==> src/rtl/shadow_pkg.sv <==
// Shared types for the shadow chain collector: FSM encoding and FIFO entry layout.
package shadow_pkg;

   typedef enum logic [2:0] {
      ST_IDLE  = 3'd0,
      ST_DUMP  = 3'd1,
      ST_FLUSH = 3'd2,
      ST_TRAIL = 3'd3,
      ST_DRAIN = 3'd4
   } state_e;

   localparam int BIT_CNT_W = 32;

   // The trailer flag sits directly above the data bits of each FIFO entry.
   function automatic int last_pos(input int word_w);
      return word_w;
   endfunction

endpackage

==> src/rtl/shadow_word_fifo.sv <==
// Word buffer for the collector: combinational head, registered full/empty flags.
module shadow_word_fifo #(
   parameter int W     = 33,
   parameter int DEPTH = 8
) (
   input  logic         clk,
   input  logic         rst,
   input  logic         push,
   input  logic [W-1:0] wdata,
   input  logic         pop,
   output logic [W-1:0] rdata,
   output logic         full,
   output logic         empty
);

   localparam int AW = $clog2(DEPTH);

   logic [W-1:0]  mem [DEPTH];
   logic [AW-1:0] wr_ptr;
   logic [AW-1:0] rd_ptr;
   logic [AW:0]   cnt;
   logic          wr_ok;
   logic          rd_ok;

   assign full  = (cnt == (AW+1)'(DEPTH));
   assign empty = (cnt == '0);

   // A push into a full buffer succeeds when the head leaves in the same cycle.
   assign rd_ok = pop && !empty;
   assign wr_ok = push && (!full || rd_ok);

   assign rdata = empty ? '0 : mem[rd_ptr];

   always_ff @(posedge clk) begin
      if (wr_ok)
         mem[wr_ptr] <= wdata;
   end

   always_ff @(posedge clk) begin
      if (rst) begin
         wr_ptr <= '0;
         rd_ptr <= '0;
         cnt    <= '0;
      end else begin
         if (wr_ok)
            wr_ptr <= wr_ptr + AW'(1);
         if (rd_ok)
            rd_ptr <= rd_ptr + AW'(1);
         case ({wr_ok, rd_ok})
            2'b10:   cnt <= cnt + (AW+1)'(1);
            2'b01:   cnt <= cnt - (AW+1)'(1);
            default: cnt <= cnt;
         endcase
      end
   end

endmodule

==> src/rtl/shadow_chain_collector.sv <==
// Collects a serial shadow-chain dump LSB-first into words, then appends a
// trailer word carrying the total bit count.
module shadow_chain_collector
   import shadow_pkg::*;
#(
   parameter int WORD_W     = 32,
   parameter int FIFO_DEPTH = 8
) (
   input  logic              sh_clk,
   input  logic              sh_rst,
   input  logic              start,
   output logic              dump_en,
   input  logic              ch_in,
   input  logic              ch_in_vld,
   input  logic              ch_in_done,
   output logic [WORD_W-1:0] word_data,
   output logic              word_vld,
   input  logic              word_rdy,
   output logic              word_last,
   output logic              busy,
   output logic              overflow
);

   localparam int AW = (WORD_W > 1) ? $clog2(WORD_W) : 1;
   localparam int EW = WORD_W + 1;
   localparam int LP = last_pos(WORD_W);

   state_e                 state;
   logic [WORD_W-1:0]      asm_q;
   logic [WORD_W-1:0]      asm_nxt;
   logic [AW-1:0]          asm_cnt;
   logic [BIT_CNT_W-1:0]   bit_cnt;
   logic                   word_done;

   logic                   push;
   logic [WORD_W-1:0]      push_data;
   logic                   push_last;
   logic [EW-1:0]          fifo_wdata;
   logic [EW-1:0]          fifo_head;
   logic                   fifo_full;
   logic                   fifo_empty;
   logic                   can_push;

   assign busy      = (state != ST_IDLE);
   assign dump_en   = (state == ST_DUMP) && !fifo_full;
   assign word_vld  = !fifo_empty;
   assign word_data = fifo_head[WORD_W-1:0];
   assign word_last = fifo_head[LP];

   // Full is only a blocker when the head is not leaving this cycle.
   assign can_push  = !fifo_full || word_rdy;
   assign word_done = (asm_cnt == AW'(WORD_W - 1));

   always_comb begin
      asm_nxt          = asm_q;
      asm_nxt[asm_cnt] = ch_in;
   end

   always_comb begin
      push      = 1'b0;
      push_data = '0;
      push_last = 1'b0;
      case (state)
         ST_DUMP: begin
            if (ch_in_vld && word_done) begin
               push      = 1'b1;
               push_data = asm_nxt;
            end
         end
         ST_FLUSH: begin
            if (asm_cnt != '0 && can_push) begin
               push      = 1'b1;
               push_data = asm_q;
            end
         end
         ST_TRAIL: begin
            if (can_push) begin
               push      = 1'b1;
               push_data = WORD_W'(bit_cnt);
               push_last = 1'b1;
            end
         end
         default: ;
      endcase
   end

   always_comb begin
      fifo_wdata     = EW'(push_data);
      fifo_wdata[LP] = push_last;
   end

   always_ff @(posedge sh_clk) begin
      if (sh_rst) begin
         state    <= ST_IDLE;
         asm_q    <= '0;
         asm_cnt  <= '0;
         bit_cnt  <= '0;
         overflow <= 1'b0;
      end else begin
         case (state)
            ST_IDLE: begin
               if (start) begin
                  state    <= ST_DUMP;
                  asm_q    <= '0;
                  asm_cnt  <= '0;
                  bit_cnt  <= '0;
                  overflow <= 1'b0;
               end
            end
            ST_DUMP: begin
               // A bit arriving with done is still taken before leaving DUMP.
               if (ch_in_vld) begin
                  if (bit_cnt != '1)
                     bit_cnt <= bit_cnt + BIT_CNT_W'(1);
                  if (word_done) begin
                     asm_q   <= '0;
                     asm_cnt <= '0;
                     if (!can_push)
                        overflow <= 1'b1;
                  end else begin
                     asm_q   <= asm_nxt;
                     asm_cnt <= asm_cnt + AW'(1);
                  end
               end
               if (ch_in_done)
                  state <= ST_FLUSH;
            end
            ST_FLUSH: begin
               if (asm_cnt == '0) begin
                  state <= ST_TRAIL;
               end else if (can_push) begin
                  state   <= ST_TRAIL;
                  asm_q   <= '0;
                  asm_cnt <= '0;
               end
            end
            ST_TRAIL: begin
               if (can_push)
                  state <= ST_DRAIN;
            end
            ST_DRAIN: begin
               if (fifo_empty)
                  state <= ST_IDLE;
            end
            default: state <= ST_IDLE;
         endcase
      end
   end

   shadow_word_fifo #(
      .W     (EW),
      .DEPTH (FIFO_DEPTH)
   ) u_fifo (
      .clk   (sh_clk),
      .rst   (sh_rst),
      .push  (push),
      .wdata (fifo_wdata),
      .pop   (word_rdy),
      .rdata (fifo_head),
      .full  (fifo_full),
      .empty (fifo_empty)
   );

endmodule

==> config.mk <==
export PLATFORM = sky130hd
export DESIGN_NAME = shadow_chain_collector
export DESIGN_NICKNAME = d
export VERILOG_FILES = /design/src/rtl/shadow_pkg.sv /design/src/rtl/shadow_word_fifo.sv /design/src/rtl/shadow_chain_collector.sv
export SDC_FILE = /design/constraint.sdc
export NUM_CORES = 1
export LEC_CHECK = 0
export ABC_AREA = 1
export CAP_MARGIN = 20
export CORE_AREA = 2 2 173 175
export DETAILED_ROUTE_END_ITERATION = 10
export DIE_AREA = 0 0 175 177
export GPL_TIMING_DRIVEN = 0
export PLACE_DENSITY_LB_ADDON = 0.08
export SETUP_SLACK_MARGIN = 0.4
export SKIP_LAST_GASP = 1
export SYNTH_ARGS = -nofsm -noshare
export SYNTH_HDL_FRONTEND = slang
export SYNTH_SLANG_ARGS = --single-unit
==> constraint.sdc <==
create_clock -name sh_clk -period 3.9 [get_ports sh_clk]
set_clock_uncertainty 0.1 [all_clocks]
set_input_delay 0.39 -clock sh_clk [delete_from_list [all_inputs] [get_ports sh_clk]]
set_output_delay 0.39 -clock sh_clk [all_outputs]
set_load 0.02 [all_outputs]
# ---- Word level (Yosys, flattened, before mapping)
# Memories as Yosys holds them, arrays and structs flattened. A register that Yosys moved wholly into a read port is not among the register bits.
# Index checks and enable logic that the tools add are counted.
dict set report totals {
  mem_count 1
  mem_bits_rw 264
  output_inout_bits 37
  ff_bits 83
}
# memory depth width rd rd_ports_with_merged_regs write_ports line_no
set mem_list {}
lappend mem_list {u_fifo.mem 8 33 1 1 1 shadow_word_fifo.sv:18} ;# logic [W-1:0] mem [DEPTH];
dict set report classes {
  n_reduce_logical 22
  muxes 45
  n_eq_ne 20
  add_sub_neg 6
  n_lt_le_gt_ge 2
}
# operator n
set op_table {}
lappend op_table {{two-way mux 32 bit} 10}
lappend op_table {{case mux 32 bit (3 select lines)} 2}
lappend op_table {{case mux 32 bit (2 select lines)} 1}
lappend op_table {{two-way mux 33 bit} 1}
lappend op_table {{adder 32 x 1 -> 32 bit, second input constant} 1}
lappend op_table {{bitwise mux 32 bit} 1}
lappend op_table {{inequality test 32 bit, second input constant} 1}
lappend op_table {{two-way mux 5 bit} 5}
lappend op_table {{two-way mux 3 bit} 8}
lappend op_table {{inequality test 2 bit, second input constant} 8}
lappend op_table {{case mux 3 bit (5 select lines)} 1}
lappend op_table {{case mux 5 bit (3 select lines)} 1}
lappend op_table {{AND reduction 5 bit} 3}
lappend op_table {{two-way mux 1 bit} 11}
lappend op_table {{case mux 4 bit (2 select lines)} 1}
lappend op_table {{adder 3 x 1 -> 3 bit, second input constant} 2}
lappend op_table {{== test 3 x 2 -> 1 bit, second input constant} 2}
lappend op_table {{logical AND 1 bit} 6}
lappend op_table {{< comparator 5 x 6 -> 1 bit, second input constant} 1}
lappend op_table {{nonzero test 3 bit} 2}
lappend op_table {{adder 5 x 1 -> 5 bit, second input constant} 1}
lappend op_table {{demux 1 bit (select 5 bit)} 1}
lappend op_table {{== test 5 bit, second input constant} 1}
lappend op_table {{>= comparator 5 x 1 -> 1 bit, second input constant} 1}
lappend op_table {{19 further kinds} 23}

# ---- Depth between registers and ports, before layout
dict set report depth {
  depth_word 9
  ltp_mapped 18
  depth_no_buf 17
}

# ---- Hierarchy
# Synthesis repeated with hierarchy kept, for this count alone.
dict set report hier_totals {
  cells_unflattened 1731
  hier_area_um2 16205.5
}
# module instances area_per_inst_um2 cells_per_inst seq_area_each_um2
set modules_own_cells {}
lappend modules_own_cells {shadow_word_fifo 1 11043.1 842 8187.9}
lappend modules_own_cells {shadow_chain_collector 1 5162.5 889 1461.4}

# ---- Worst setup path before layout
# No wires, ideal clock.
dict set report synth_path {
  kind {reg-to-reg}
  start {register asm_cnt[0]}
  end {memory u_fifo.mem[0][0], enable pin}
  path_stages_with_launch 11
  setup_time_ns 0.423
  slack_ns 0.158
  synth_period_minus_slack_ns 3.742
  required_time_ns 3.377
  arrival_time_ns 3.219
  path_cell_list {dfxtp_1 -> ha_1 -> clkbuf_1 -> nand2_1 -> nor2_1 -> ha_1 -> nand3_1 -> nand3_1 -> nand2_1 -> or2_1 -> nor2_1}
}
dict set report synth_via {
  elab_chain_cells 7
  word_cells_on_any_way 10
  classes_between {1 x eq/ne; 5 x mux; 4 x reduce/logical}
}
# element line_no
set synth_rtl {}
lappend synth_rtl {{start, declared} shadow_chain_collector.sv:31} ;# logic [AW-1:0] asm_cnt;
lappend synth_rtl {{start signal, assigned} shadow_chain_collector.sv:122} ;# asm_cnt <= asm_cnt + AW'(1);
lappend synth_rtl {{== test 5 bit / nonzero test 5 bit (equally long branches)} {shadow_chain_collector.sv:52, shadow_chain_collector.sv:71}}
lappend synth_rtl {{logical AND 1 bit, on equally long branches} {shadow_chain_collector.sv:65, shadow_chain_collector.sv:71}}
lappend synth_rtl {{two-way mux 1 bit, on equally long branches} {shadow_chain_collector.sv:65, shadow_chain_collector.sv:71}}
lappend synth_rtl {{case mux 1 bit (3 select lines) (*)} shadow_chain_collector.sv:63} ;# case (state)
lappend synth_rtl {{logical AND 1 bit (*)} shadow_word_fifo.sv:30} ;# assign wr_ok = push && (!full || rd_ok);
lappend synth_rtl {{two-way mux 1 bit (*)} shadow_word_fifo.sv:35} ;# if (wr_ok)
lappend synth_rtl {{two-way mux 1 bit (implied by the code) (*)} shadow_word_fifo.sv:36} ;# mem[wr_ptr] <= wdata;
lappend synth_rtl {{end, declared} shadow_word_fifo.sv:18}
# Mark *: on every way between the ends. The rest lies on a longest branch, timed or not.

==> run summary <==
Status = finished clean
Final HPWL DP = 31.6 mm
Fmax = 287 MHz
Mux contribution to synthesized area = 0
Final period utilization = 0.893
Max-slew violations = 0
Least-Margin Pin Slew = 0.958 ns
Synthesized area per cell = 9.22 um^2
Largest family of logic cells by synthesized area = simple AND/OR/NAND/NOR gates
First-pass GRT wire length = 70.7 mm
Die Wd = 175 um
CP Class = flop to output port
Placed Area = 17,200 um^2
Routability-driven placement congestion ratio = 0.962
Final core occ = 0.637
Leakage Power = 6.95 nW
CTS buffer count = 37
WL/cell = 20.3 um
Post-synthesis simple-gate area fraction = 0.205
Core area = 29,200 um^2
Clk buf depth = 3
# fillers = 2,461
Post-Syn Nets = 1,758
Most common library cell in the layout ignoring fill and taps = nor2_1
H-tree levels = 2
Synth-to-Final Area Change = 16.2%
Initial Util = 0.548
Multi-input combinational cell area = 5580 um^2
Sum of negative setup slack = 0 ns
Sequential element share of the synthesized area = 0.602
Largest net degree at the start of global routing = 27
Remaining DRCs = 0
CTS clk-pin slew, worst paths = 0.06 ns
Critical path capture point type = output port
Post-Syn Area = 16,000 um^2
CP Data Arrival Time = 2.99 ns
Post-Syn Instances = 1,740
# IOs = 44
Clk_lat worst skew = 0.54 ns
Fraction of layout cells with a size suffix above 1 = 0.0840
RSZ-0062 raised after global routing = true
Synthesis warning total = 0
Initial antenna violation count = 0
Pre-Repair DR Iteration Count = 7
DR vias = 13,158
Drt total wl = 46.0 mm
FF+latch count, synth = 350
XOR/XNOR Fraction of Synth Area = 0.00437
Tot Pwr = 13.8 mW
PnR worst setup slack = 0.419 ns
Pre-CTS WS = 0.0442 ns
Adder-cell share of the synthesized area = 0.00858
FP Rows = 63
Peak supply drop = 0.000486 V
DRT iter0 DRCs = 1,414
Register area = 9650 um^2
Buffers added on ports = 42
Clk root buf = clkbuf_16
DIE HEIGHT = 177 um
N_diodes = 0
Worst EP required = 3.41 ns
Nets = 1,860
Final ANT Viol Nets = 0
Fin area = 18,600 um^2
Crit-path max FO = 10
Max Cap Viol = 0
Critical path launch point type = flop
Final hold violation count = 0
# setup viols final = 0
Synth cell types = 36
Number of global-route vias before repair = 12,474
Vias/cell = 5.82
CTS tree = done
GR Overflow Total = 0
Slew HR = 0.361
PD cells = 741 nW/um^2
Most frequent cells in the layout = nor2_1 (435), nand2_1 (287), edfxtp_1 (264), o21ai_0 (158), inv_1 (121)
Synth Area in Compound Gates = 0.125
Die area = 31,000 um^2
Period minus WS final = 3.48 ns
HP Class = primary input to flop
GRT Overall Usage = 0.299
Clock Sinks = 350
-- cell usage after synthesis --
library cell,number,area share
clkbuf_1,64,0.015
nor2_2,1,0.00039
nand2_2,6,0.0023
o221ai_1,26,0.014
nand2_4,2,0.0014
edfxtp_1,264,0.49
ha_1,11,0.0086
a31oi_1,15,0.0059
nand3_1,64,0.020
nand3b_1,2,0.00094
xnor2_1,1,0.00055
a211oi_1,1,0.00047
nor3b_1,1,0.00047
dfxtp_1,86,0.11
nand3_2,1,0.00062
or2_1,1,0.00039
o211ai_1,6,0.0028
buf_6,2,0.0014
buf_2,14,0.0044
nand4_1,11,0.0043
o32ai_1,66,0.036
clkinv_1,1,0.00023
o21ai_1,1,0.00031
nor2_4,3,0.0021
buf_1,14,0.0033
inv_2,6,0.0014
nor3_1,3,0.00094
a21oi_1,38,0.012
inv_1,121,0.028
a21oi_2,2,0.0011
o21ai_0,165,0.051
nor2_1,443,0.10
xor2_1,7,0.0038
buf_4,3,0.0014
nand2_1,287,0.067
o21ai_4,1,0.0010
-- cells by family (layout without fill, tap and decap cells) --
kind of cell             after synthesis  after routing
AND/OR/NAND/NOR                      825            826
adder cells (fa/ha/maj)               11             11
AO/OA/AOI/OAI                        321            321
flip-flops                           350            350
buffers and inverters                225            353
XOR/XNOR                               8              8
-- final timing paths --
check / to / from / cells past startpoint / slack (ns)
setup reg to reg: u_fifo.mem[4][20] / asm_cnt[0] / 7 / 0.68
hold reg to reg: overflow / overflow / 2 / 0.37
setup / recovery: word_data[31] / flop / 9 / 0.42
hold / removal: bit_cnt[4] / sh_rst / 2 / 0.20
-- sequential cells by signal, indices dropped and copies added, names as in the netlist, named ones only --
name / count
u_fifo.mem: 264
asm_cnt: 5
u_fifo.wr_ptr: 3
u_fifo.rd_ptr: 3
u_fifo.cnt: 4
overflow: 1
bit_cnt: 32
state: 3
asm_q: 32
-- layer usage --
layer	GRT usage	share of wire	up-vias	wire length, um
met5	0	0	-	0
met4	0.123	0.047	0	2170
met3	0.0397	0.079	123	3630
met2	0.508	0.47	641	21700
met1	0.391	0.40	6220	18500
li1	-	-	6174	-
-- repair_timing --
action | 4_1_cts | 5_1_grt
gates cloned | 1 | 0
setup buffers | 10 | 2
pin swaps | 4 | 1
setup endpoints to repair | 274 | 88
hold buffers | 0 | 0
gates resized for setup | 29 | 37
-- stage by stage --
stage,hold slack [ns],instances
2_1_floorplan,0.333,1740
4_1_cts,0.229,2257
3_5_place_dp,0.356,2180
5_1_grt,0.244,2259
3_3_place_gp,0.352,2172
6_report,0.202,2259
-- worst max-delay path, cell delays in order, from the launching register on --
cell             delay (ns)
dfxtp_4                0.39
buf_4                  0.20
clkinvlp_4             0.13
buf_4                  0.21
clkbuf_2               0.30
nor2_1                 0.07
o32ai_1                0.12
o21ai_0                0.11
nor2_1                 0.26
clkdlybuf4s50_1        0.66
-- final cells by class --
cell class	count	area share
flip-flops and latches	350	0.518
multi-input cells	1166	0.299
clock buffers	49	0.0543
repair buffers	62	0.0434
well taps	390	0.0262
inverters	128	0.0260
plain buffers	97	0.0248
clock inverters	17	0.00792
-- power by group --
group / switching [mW] / internal [mW]
clock network: 1.48 / 1.92
logic: 3.83 / 1.93
registers: 0.222 / 4.43
(Power assumes the default switching activity.)
==> edit, RTL diff (same settings) <==
Encoding of `state_e`: now one-hot (5 bits for 5 states).
--- a/src/rtl/shadow_pkg.sv
+++ b/src/rtl/shadow_pkg.sv
@@ -3,8 +3,8 @@
 
-   typedef enum logic [2:0] {
-      ST_IDLE  = 3'd0,
-      ST_DUMP  = 3'd1,
-      ST_FLUSH = 3'd2,
-      ST_TRAIL = 3'd3,
-      ST_DRAIN = 3'd4
+   typedef enum logic [4:0] {
+      ST_IDLE  = 5'b00001,
+      ST_DUMP  = 5'b00010,
+      ST_FLUSH = 5'b00100,
+      ST_TRAIL = 5'b01000,
+      ST_DRAIN = 5'b10000
    } state_e;
Check against the original RTL: same outputs for any inputs over 4 cycles, from zero or initial values and one cycle with sh_rst high; so few cycles prove little.
==> edit against the unedited design <==
Power fell by 11%. Synthesized area about the same. Worst setup slack improved by 63 ps. Final area about the same. Wire length decreased by 3.6%. Sequential cell count rose by 2. Die area did not move. Critical path depth stayed put. Critical path type unchanged. Critical endpoint is now word_data[1]. Largest cell class unchanged. Largest power group unchanged.
==> edit: results (changes against the unedited design) <==
| Metric | Value |
|---|---|
| Avg Cell Area, Syn | 9.59 sq um (+4.1%) |
| VDD IR max | 428 uV (-12%) |
| Hold endpoint | asm_cnt[2]$_SDFFE_PP0P_ |
| Worst Setup EP | word_data[1] |
| Layout cells sized above 1 | 10.0% (+1.6 points) |
| Placer Congestion | 0.921 (-4.3%) |
| First-pass iteration count of the detailed router | 6 (-1) |
| Comb group | 4330 uW (-25%) |
| Placed cell count | 2111 (-3.2%) |
| Reg2reg end | u_fifo.cnt[2]$_SDFFE_PP0P_ |
| Placed inst area | 17200 sq um (-0.20%) |
| R2R Setup Slk | 650 ps (-30 ps) |
| Seq/Total Area, Yosys | 60.5% (+0.29 points) |
| Met3 usage | 3.14% (-0.84 points) |
| Met2 WL | 21800 microns (+0.54%) |
| Pwr dens | 661 nW/um^2 (-11%) |
| Met1 global-route usage | 37.5% (-1.6 points) |
| Hpwl dp | 30500 microns (-3.3%) |
| Worst slew margin | 27.5% (-8.7 points) |
| Met1 wire length | 18500 microns (+0.25%) |
| Drt wl/cell | 20.3 microns (-0.38%) |
| Tot GR Track Use | 28.8% (-1.2 points) |
| Non-Filler Instances | 2187 (-3.2%) |
| Run status | finished clean |
| Clock Power Share | 30.0% (+5.4 points) |
| Routed met3 length | 2750 microns (-24%) |
| CP arrival | 2930 ps (-60 ps) |
| Fmax | 293 MHz (+1.8%) |
| Port Buffers | 41 (-2.4%) |
| Post-synth EDFFs | 264 (unchanged) |
| Most frequent cells after synthesis | 400 x nor2_1, 264 x edfxtp_1, 253 x nand2_1 |
| R2R cell count | 15 (+8) |
| Static Leak | 0.00708 uW (+1.9%) |
| Dpl ws | -99.6 ps (-144 ps) |
| Final nets | 1787 (-3.9%) |
| Synth area leaders | edfxtp_1 49%, dfxtp_1 11%, nor2_1 9.4% |
| Hold Worst Slack | 263 ps (+60.7 ps) |
-- edit: what timing repair did --
action | CTS | global route
resized for setup | 27 | 18
hold endpoints to repair | 0 | 0
endpoints found under the setup margin | 294 | 24
setup buffers | 9 | 0
pin swaps | 7 | 0
cloned | 0 | 0
-- edit: area by class of cell --
| cell class | count | area [sq um] |
|---|---|---|
| Tap cell | 390 | 488 |
| Inverter | 114 | 428 |
| Fill cell | 2378 | 10600 |
| Multi-Input combinational cell | 1114 | 5580 |
| Clock buffer | 44 | 983 |
| Timing Repair Buffer | 59 | 718 |
| Clock inverter | 23 | 290 |
| Sequential cell | 352 | 9690 |
| Buffer | 91 | 465 |
-- edit: kinds of logic after synthesis --
family / after synthesis / share of synthesized area (%)
xor gates and xnor gates: 12 / 0.656
AOI/OAI and AO/OA: 316 / 12.2
adders and majority gates: 11 / 0.859
and+or+nand+nor: 775 / 20.5
buffers and inverters: 205 / 5.29
DFF: 352 / 60.5
